File: config.mk
export PLATFORM = sky130hd
export DESIGN_NAME = pulse_stretch
export DESIGN_NICKNAME = d
export VERILOG_FILES = /design/src/rtl/pulse_stretch.sv
export SDC_FILE = /design/constraint.sdc
export NUM_CORES = 1
export LEC_CHECK = 0
export ABC_AREA = 1
export CORE_UTILIZATION = 40
export DETAILED_ROUTE_END_ITERATION = 12
export PLACE_DENSITY_LB_ADDON = 0.05
export RECOVER_POWER = 100
export SETUP_SLACK_MARGIN = 0.05
export SYNTH_ARGS = -nofsm -noshare
export SYNTH_HDL_FRONTEND = slang
export SYNTH_SLANG_ARGS = --single-unit
export TNS_END_PERCENT = 20
File: constraint.sdc
create_clock -name clk -period 3.9 [get_ports clk]
set_input_delay 1.17 -clock clk [delete_from_list [all_inputs] [get_ports clk]]
set_output_delay 1.17 -clock clk [all_outputs]
set_load 0.01 [all_outputs]
File: src/rtl/pulse_stretch.sv
// Pulse stretcher: turns each rising edge of in_pulse into a level of programmable length,
// followed by a forced-low gap. Define PULSE_STRETCH_RETRIG_EN to let events during a level retrigger it.
module pulse_stretch #(
   parameter int CNT_WIDTH  = 8,
   parameter int GAP_CYCLES = 1
) (
   input  logic                 clk,
   input  logic                 rst,
   input  logic                 in_pulse,
   input  logic [CNT_WIDTH-1:0] stretch_len,
   output logic                 out_level,
   output logic                 toggle_out,
   output logic                 busy,
   output logic                 drop_pulse
);

   localparam int GAP_W = (GAP_CYCLES > 1) ? $clog2(GAP_CYCLES + 1) : 1;

   typedef enum logic [1:0] {
      IDLE,
      STRETCH,
      GAP
   } state_t;

   state_t               state_q, state_d;
   logic [CNT_WIDTH-1:0] cnt_q, cnt_d, len_sel;
   logic [GAP_W-1:0]     gap_q, gap_d;
   logic                 in_q, evt;
   logic                 out_d, toggle_d, drop_d;
   logic                 retrig_en;

`ifdef PULSE_STRETCH_RETRIG_EN
   assign retrig_en = 1'b1;
`else
   assign retrig_en = 1'b0;
`endif

   assign evt       = in_pulse & ~in_q;
   assign len_sel   = (stretch_len == '0) ? CNT_WIDTH'(1) : stretch_len;
   assign busy      = (state_q != IDLE);

   // Next-state logic; a zero-length gap skips the GAP state entirely.
   always_comb begin
      state_d  = state_q;
      cnt_d    = cnt_q;
      gap_d    = gap_q;
      toggle_d = toggle_out;
      drop_d   = 1'b0;
      case (state_q)
         IDLE: begin
            if (evt) begin
               state_d  = STRETCH;
               cnt_d    = len_sel;
               toggle_d = ~toggle_out;
            end
         end
         STRETCH: begin
            if (evt && retrig_en) begin
               cnt_d    = len_sel;
               toggle_d = ~toggle_out;
            end else begin
               drop_d = evt;
               if (cnt_q <= CNT_WIDTH'(1)) begin
                  cnt_d = '0;
                  if (GAP_CYCLES > 0) begin
                     state_d = GAP;
                     gap_d   = GAP_W'(GAP_CYCLES);
                  end else begin
                     state_d = IDLE;
                  end
               end else begin
                  cnt_d = cnt_q - CNT_WIDTH'(1);
               end
            end
         end
         GAP: begin
            drop_d = evt;
            if (gap_q <= GAP_W'(1)) begin
               state_d = IDLE;
               gap_d   = '0;
            end else begin
               gap_d = gap_q - GAP_W'(1);
            end
         end
         default: begin
            state_d = IDLE;
            cnt_d   = '0;
            gap_d   = '0;
         end
      endcase
      out_d = (state_d == STRETCH);
   end

   always_ff @(posedge clk or posedge rst) begin
      if (rst) begin
         state_q    <= IDLE;
         cnt_q      <= '0;
         gap_q      <= '0;
         in_q       <= 1'b0;
         out_level  <= 1'b0;
         toggle_out <= 1'b0;
         drop_pulse <= 1'b0;
      end else begin
         state_q    <= state_d;
         cnt_q      <= cnt_d;
         gap_q      <= gap_d;
         in_q       <= in_pulse;
         out_level  <= out_d;
         toggle_out <= toggle_d;
         drop_pulse <= drop_d;
      end
   end

endmodule
==> results of run 1 <==
-- critical path, cell delays in order (launching register included) --
cell	delay (ns)
dfrtp_1	0.42
inv_1	0.11
ha_1	0.40
inv_1	0.11
dlygate4sd3_1	0.62
-- routing by layer --
layer	global-route usage, %	routed length (microns)	up-vias	part of all wire [%]
met5	0	0	-	0
met4	4.76	10	0	0.53
met3	4.05	54	2	2.8
met2	30.4	893	12	47
met1	24.3	943	371	50
li1	-	-	423	-
-- registers in the layout, indices dropped and copies added (netlist names) --
register / flops
cnt_q: 8
state_q: 2
drop_pulse: 1
in_q: 1
out_level: 1
toggle_out: 1
-- cells by family after synthesis --
| group | share of synthesized area, % |
|---|---|
| AOI/OAI and AO/OA | 12.5 |
| xor gates and xnor gates | 0.974 |
| adders and majority gates | 8.34 |
| buffers and inverters | 10.7 |
| DFF | 38.9 |
| and+or+nand+nor | 28.5 |
-- where the power goes --
part / switching (W) / total (W) / internal, W
sequential: 0.0000579 / 0.000264 / 0.000206
clock: 0.0000513 / 0.000108 / 0.0000568
combinational: 0.000223 / 0.000371 / 0.000148
-- synth_stat cells --
| master | count |
|---|---|
| xnor2_1 | 1 |
| dfrtp_1 | 14 |
| nand2_2 | 1 |
| nand3_1 | 7 |
| nand4_1 | 1 |
| a21oi_1 | 10 |
| inv_1 | 23 |
| buf_2 | 2 |
| nor2_1 | 15 |
| nor2_4 | 1 |
| o21ai_0 | 5 |
| ha_1 | 6 |
| a22oi_1 | 4 |
| nand2_1 | 31 |
| o21bai_1 | 1 |
| nor2_2 | 4 |
-- stage by stage --
| stage | setup WS, ns | utilization, % | cells | instance area [sq um] |
|---|---|---|---|---|
| floorplan | 1.85 | - | 126 | 900 |
| global placement | 1.29 | 52.1 | 165 | 1060 |
| detailed placement | 1.24 | 52.1 | 165 | 1060 |
| CTS | 0.920 | 53.9 | 169 | 1100 |
| global route | 0.661 | 53.7 | 169 | 1100 |
| finish | 0.812 | 53.7 | 169 | 1100 |
-- cell type report --
cell class              count  area share, %
multi-input cells          87           41.0
flip-flops and latches     14           31.9
repair buffers             14           12.8
inverters                  23           7.87
clock buffers               4           3.31
well taps                  27           3.08
-- worst max path at each step --
stage | from | to | slack [ns] | cells after the start
finish | state_q[1]$_DFF_PP0_ | busy | 0.81 | 4
global route | state_q[0]$_DFF_PP0_ | busy | 0.66 | 4
CTS | state_q[1]$_DFF_PP0_ | busy | 0.92 | 4
detailed placement | state_q[1]$_DFF_PP0_ | busy | 1.24 | 4
global placement | state_q[0]$_DFF_PP0_ | busy | 1.29 | 4
floorplan | state_q[1]$_DFF_PP0_ | busy | 1.85 | 4
==> reports/metrics.yaml, run 1 <==
finish:
  nFillCells: 221
  multi_input_area_sq_um: 450
  final_common_cell: "nand2_1"
  layout.area.seq_sq_um: 350
  diodes: 0
  final_nets: 160
  most-common-layout-cells: "31 x nand2_1, 23 x inv_1, 16 x nor2_1, 14 x dfrtp_1, 10 x a21oi_1"
  synthToLayoutAreaGrowth_pct: 22.0
  drive_above_1_share_pct: 6.34
outcome:
  status: "completed"
global_routing:
  grt_max_degree: 15
  antenna_found_initial: 0
  grt_pass1_wl_microns: 3420
  grt_pass1_vias: 812
  grt_use_total_pct: 18.4
  gr-total-overflow: 0
yosys:
  ys_seq_elements: 14
  yosys_warnings: 0
  synth_cell_types: 16
  yosysTopAreaCell: "dfrtp_1"
  syn_area_per_cell_sq_um: 7.14
  syn_area_sq_um: 900
  synth_area_leaders: "dfrtp_1 39%, nand2_1 13%, inv_1 9.6%, ha_1 8.3%, nor2_1 6.3%"
  synth_cells: 126
  syn_nets: 143
  synth.top_cell.area_share_pct: 38.9
  yosysSeqAreaShare_pct: 38.9
sta:
  final_hold_viol_count: 0
  period_minus_slack_ns: 3.09
  maxSlewHeadroom_pct: 62.5
  fmax_ghz: 0.324
  report.final.slew_viol_count: 0
  whs_ns: 0.469
  setup-tns-final_ns: 0
  tightestPinTransition_ns: 0.563
  fin_crit_sh_pct: 79.2
  rsz0062_at_grt: "no"
  setup_viol: 0
  clock_skew_ns: 0.0128
clocking:
  cts_hold_buf: 0
  numCtsBuffers: 3
  htree_levels: 1
  cts_resized: 0
  clock_latency_ns: 0.29
  cts_tree: "done"
  clockRootBuffer: "clkbuf_4"
  cts_setup_buffers: 0
  cts.clk_slew.worst_paths_ns: 0.08
  clock-sinks: 14
  cts_buffer_depth: 2
setup_path:
  rr_startpoint: "state_q[1]$_DFF_PP0_"
  critPathLaunchType: "flip-flop"
  ff2ff_path_depth: 7
  rrSetupSlack_ns: 2.06
  crit_type: "reg2out"
  critPathCaptureType: "output pin"
  cp_max_fo: 11
  r2r_end: "cnt_q[5]$_DFFE_PP0P_"
  arrival_ns: 1.92
  cp.required_ns: 2.73
route:
  antenna_left: 0
  drt_iter0_drc: 21
  wire_per_inst_microns: 11.2
  avgViaCountPerCell: 4.78
  routed_wl_microns: 1900
  drc: 0
  dr.pass1.iters: 4
  num_vias: 808
die:
  core-area_sq_um: 2040
  pin_count: 15
  die_h_microns: 49.4
  rows: 16
  die-area_sq_um: 2440
  start_util_pct: 44.1
  die_w_microns: 49.4
min_path:
  min_delay_path_depth: 1
  hold_path.class: "reg2reg"
  worstHoldEndpoint: "toggle_out$_DFFE_PP0P_"
  min_from: "toggle_out$_DFFE_PP0P_"
pwr:
  power_density_nw_per_um2: 677
  leakage_nw: 0.556
  peakVddDrop_mv: 0.377
  power_w: 0.000743
place:
  io_buffers: 14
  dp_hpwl_microns: 1460
  gp_congestion: 0.823
flow_run:
  cap_violations: 0
Note: power is estimated with default switching activity, not from simulation.
==> run 2: changes to the inputs <==
- clock period: 3.9 -> 2.7 ns (I/O delays scaled with it)
==> run 2 against run 1 <==
Against the previous run: cell area up 0.46%; worst setup slack lost 0.56 ns; first-iteration DRC count fell by 29%; clock skew fell by 0.011 ns; power up 44%; worst hold slack got worse by 0.00092 ns; clock-buffer cell count stayed put; register-to-register slack lost 1.1 ns; critical path depth stayed put; sequential cell count is the same; wire length down 3.9%; largest power group unchanged.
==> reports/metrics.yaml, run 2 (synthesized netlist as in run 1, its figures left out) <==
sta:
  rsz0062_at_grt: "no"
  final_hold_viol_count: 0
  clock_skew_ns: 0.00173
  tightestPinTransition_ns: 0.529
  setup-tns-final_ns: 0
  fin_crit_sh_pct: 90.8
  period_minus_slack_ns: 2.45
  setup_viol: 0
  fmax_ghz: 0.408
  report.final.slew_viol_count: 0
  maxSlewHeadroom_pct: 64.7
pwr:
  power_w: 0.00107
  peakVddDrop_mv: 0.497
  power_density_nw_per_um2: 970
  leakage_nw: 0.561
clocking:
  cts_tree: "done"
  htree_levels: 1
  numCtsBuffers: 3
  cts.clk_slew.worst_paths_ns: 0.09
  cts_buffer_depth: 2
  clock_latency_ns: 0.27
  cts_setup_buffers: 0
  cts_resized: 0
  clock-sinks: 14
  cts_hold_buf: 0
  clockRootBuffer: "clkbuf_4"
place:
  dp_hpwl_microns: 1400
  gp_congestion: 0.821
  io_buffers: 14
setup_path:
  critPathCaptureType: "output pin"
  cp_max_fo: 4
  cp_common_cell: "inv_1"
  crit_type: "reg2out"
  slowest_delay_ns: 0.60
  crit_path_top_delay_cell: "dlygate4sd3_1"
  cp.required_ns: 1.89
  arrival_ns: 1.64
  critPathLaunchType: "flip-flop"
  worstPathCellList: "inv_1 > ha_1 > inv_1 > dlygate4sd3_1"
route:
  dr.pass1.iters: 4
  drc: 0
  drt_iter0_drc: 15
  wire_per_inst_microns: 10.7
  routed_wl_microns: 1830
  num_vias: 813
  antenna_left: 0
  avgViaCountPerCell: 4.78
global_routing:
  grt_pass1_wl_microns: 3120
  grt_max_degree: 15
  gr-total-overflow: 0
  grt_pass1_vias: 723
  antenna_found_initial: 0
  grt_use_total_pct: 16.9
die:
  start_util_pct: 44.1
  rows: 16
  core-area_sq_um: 2040
  die_w_microns: 49.4
  die_h_microns: 49.4
  die-area_sq_um: 2440
  pin_count: 15
finish:
  largest_reg_flops: 8
  diodes: 0
  final_nets: 161
  reg_top3: "cnt_q: 8 flops, state_q: 2 flops"
  most-common-layout-cells: "31 x nand2_1, 23 x inv_1, 17 x nor2_1, 14 x dfrtp_1, 10 x a21oi_1"
  nFillCells: 229
  top_register: "cnt_q"
  drive_above_1_share_pct: 6.29
  synthToLayoutAreaGrowth_pct: 22.5
  final_common_cell: "nand2_1"
outcome:
  status: "completed"
min_path:
  hold_path.class: "reg2reg"
flow_run:
  cap_violations: 0
## run 2: layout make-up
class,instances,area [sq um],area share (%)
clock buffers,4,36.3,3.29
inverters,23,86.3,7.83
multi-input cells,87,448,40.6
flip-flops and latches,14,350,31.8
well taps,27,33.8,3.06
repair buffers,15,148,13.4
## run 2: worst paths after layout
kind / from / to / slack (ns) / depth (start not counted)
max reg2reg: state_q[1]$_DFF_PP0_ / cnt_q[6]$_DFFE_PP0P_ / 0.94 / 8
max: state_q[1]$_DFF_PP0_ / busy / 0.25 / 4
max in group asynchronous: rst / state_q[1]$_DFF_PP0_ / 1.34 / 2
min: toggle_out$_DFFE_PP0P_ / toggle_out$_DFFE_PP0P_ / 0.47 / 1
min reg2reg: toggle_out$_DFFE_PP0P_ / toggle_out$_DFFE_PP0P_ / 0.47 / 1
min in group asynchronous: rst / cnt_q[7]$_DFFE_PP0P_ / 1.01 / 2
## run 2: layer usage
layer  routed length (microns)  global-route usage (%)
met3                        87                    2.80
met5                         0                       0
met1                       914                    24.3
met2                       809                    26.5
met4                        14                    4.29
## run 2: where the power goes
part | internal, W | leakage (nW) | switching [W] | total (W)
sequential | 0.000297 | 0.167 | 0.0000848 | 0.000382
combinational | 0.000219 | 0.373 | 0.000319 | 0.000537
clock | 0.0000819 | 0.0210 | 0.0000681 | 0.000150
total | 0.000598 | 0.561 | 0.000471 | 0.00107
## run 2: worst max-delay path: cells and delay by family, from the launching register on
| family | cells | cell delay [ns] |
|---|---|---|
| buffers and inverters | 3 | 0.77 |
| DFF | 1 | 0.41 |
| adders and majority gates | 1 | 0.20 |
## run 2: through the flow
| stage | area (sq um) | setup slack, ns | hold WS (ns) | utilization [%] | cells |
|---|---|---|---|---|---|
| 6_report | 1100 | 0.248 | 0.468 | 54.0 | 170 |
| 5_1_grt | 1100 | 0.143 | 0.492 | 54.0 | 170 |
| 4_1_cts | 1110 | 0.315 | 0.481 | 54.2 | 170 |
| 3_3_place_gp | 1070 | 0.515 | 0.463 | 52.5 | 166 |
| 3_5_place_dp | 1070 | 0.480 | 0.466 | 52.5 | 166 |
| 2_1_floorplan | 900 | 1.01 | 0.476 | - | 126 |
==> run 3: changes to the inputs <==
- SKIP_LAST_GASP: not set -> 1
- clock period: 2.7 -> 2.78 ns (I/O delays scaled with it)
==> run 3 against run 2 <==
Against the previous run: cell area unchanged; utilization unchanged; sequential share of layout area unchanged; clock-buffer cell count unchanged; worst hold slack improved by 0.0014 ns; sequential cell count unchanged; non-clock buffer count unchanged; power decreased by 2.7%; die area unchanged; register-to-register slack improved by 0.11 ns; critical endpoint unchanged; largest cell class unchanged.
==> reports/metrics.yaml, run 3 (synthesized netlist as in run 1, its figures left out) <==
setup_path:
  crit_type: "reg2out"
  r2r_end: "cnt_q[5]$_DFFE_PP0P_"
  critPathLaunchType: "flip-flop"
  ff2ff_path_depth: 8
  rr_startpoint: "state_q[1]$_DFF_PP0_"
  slowest_delay_ns: 0.60
  cp.required_ns: 1.95
  crit_path_top_delay_cell: "dlygate4sd3_1"
  worstPathCellList: "inv_1 > ha_1 > inv_1 > dlygate4sd3_1"
  critPathCaptureType: "output pin"
  arrival_ns: 1.64
  cp_common_cell: "inv_1"
  cp_max_fo: 4
  rrSetupSlack_ns: 1.05
route:
  dr.pass1.iters: 4
  wire_per_inst_microns: 10.8
  drc: 0
  antenna_left: 0
  routed_wl_microns: 1830
  avgViaCountPerCell: 4.69
  drt_iter0_drc: 18
  num_vias: 797
finish:
  drive_above_1_share_pct: 6.29
  fin_cells: 170
  synthToLayoutAreaGrowth_pct: 22.5
  reg_top3: "cnt_q: 8 flops, state_q: 2 flops"
  top_register: "cnt_q"
  final_nets: 161
  utilization_pct: 54.0
  diodes: 0
  most-common-layout-cells: "31 x nand2_1, 23 x inv_1, 17 x nor2_1, 14 x dfrtp_1, 10 x a21oi_1"
  largest_reg_flops: 8
  final_common_cell: "nand2_1"
global_routing:
  grt_pass1_wl_microns: 3140
  grt_max_degree: 15
  antenna_found_initial: 0
  grt_pass1_vias: 723
  grt_use_total_pct: 17.0
  gr-total-overflow: 0
die:
  start_util_pct: 44.1
  core-area_sq_um: 2040
  die_h_microns: 49.4
  pin_count: 15
  die_w_microns: 49.4
  rows: 16
  die-area_sq_um: 2440
pwr:
  p_sw_w: 0.000460
  power_density_nw_per_um2: 944
  peakVddDrop_mv: 0.443
  combPwrFrac_pct: 50.0
  p_clk_share_pct: 14.5
  switching_share_pct: 44.2
  leakage_nw: 0.561
  p_int_w: 0.000580
  pwr-share-seq_pct: 35.5
outcome:
  status: "completed"
clocking:
  numCtsBuffers: 3
  htree_levels: 1
  cts_tree: "done"
  cts_buffer_depth: 2
  cts_hold_buf: 0
  clock_latency_ns: 0.28
  cts.clk_slew.worst_paths_ns: 0.09
  cts_setup_buffers: 0
  cts_resized: 0
  clockRootBuffer: "clkbuf_4"
  clock-sinks: 14
sta:
  fin_crit_sh_pct: 89.0
  final_hold_viol_count: 0
  clock_skew_ns: 0.00280
  tightestPinTransition_ns: 0.543
  maxSlewHeadroom_pct: 63.8
  rsz0062_at_grt: "no"
  fmax_ghz: 0.404
  report.final.slew_viol_count: 0
  setup_viol: 0
  period_minus_slack_ns: 2.47
  setup-tns-final_ns: 0
place:
  dp.cells: 166
  gp_congestion: 0.821
  dp_hpwl_microns: 1380
  io_buffers: 14
min_path:
  hold_path.class: "reg2reg"
  min_from: "toggle_out$_DFFE_PP0P_"
  worstHoldEndpoint: "toggle_out$_DFFE_PP0P_"
  min_delay_path_depth: 1
flow_run:
  cap_violations: 0
## run 3: cell counts in the layout (fill, tap and decap cells not counted)
No cell type changed its count.
## run 3: power by group through the flow
stage	logic, W	clock network (W)	registers [W]
finish	0.000520	0.000151	0.000370
global placement	0.000526	0	0.000374
detailed placement	0.000530	0	0.000376
floorplan	0.000385	0	0.000363
global route	0.000602	0.000166	0.000383
CTS	0.000534	0.000155	0.000372
## run 3: area by class of cell
class	count	area, sq um
clock buffer	4	36.3
fill	215	940
inverter	23	86.3
multi-input combinational	87	448
sequential	14	350
tap	27	33.8
timing repair buffer	15	148
## run 3: through the flow
stage | power [W] | instance area [sq um] | setup slack [ns] | hold slack [ns]
CTS | 0.00106 | 1110 | 0.361 | 0.481
detailed placement | 0.000906 | 1070 | 0.533 | 0.468
floorplan | 0.000748 | 900 | 1.07 | 0.476
finish | 0.00104 | 1100 | 0.305 | 0.470
global placement | 0.000900 | 1070 | 0.571 | 0.463
global route | 0.00115 | 1100 | 0.214 | 0.498
## run 3: worst max path at each step
stage	startpoint	endpoint	slack, ns	cells after the start
after floorplan	state_q[1]$_DFF_PP0_	busy	1.07	4
after global placement	in_pulse	cnt_q[5]$_DFFE_PP0P_	0.57	7
after detailed placement	in_pulse	cnt_q[5]$_DFFE_PP0P_	0.53	7
after CTS	state_q[1]$_DFF_PP0_	busy	0.36	4
after global routing	state_q[1]$_DFF_PP0_	busy	0.21	4
final	state_q[1]$_DFF_PP0_	busy	0.31	4
## run 3: per-layer routing
layer  vias up  GRT usage [%]  part of all wire (%)
li1        428              -                     -
met1       350           23.3                    51
met2        19           26.9                    44
met3         0           3.74                   5.1
met4         0           4.29                     0
met5         -              0                     0
## run 3: critical path, delay by kind of cell, from the launching register on
family	cells	cell delay, ns
DFF	1	0.41
adders and majority gates	1	0.20
buffers and inverters	3	0.76
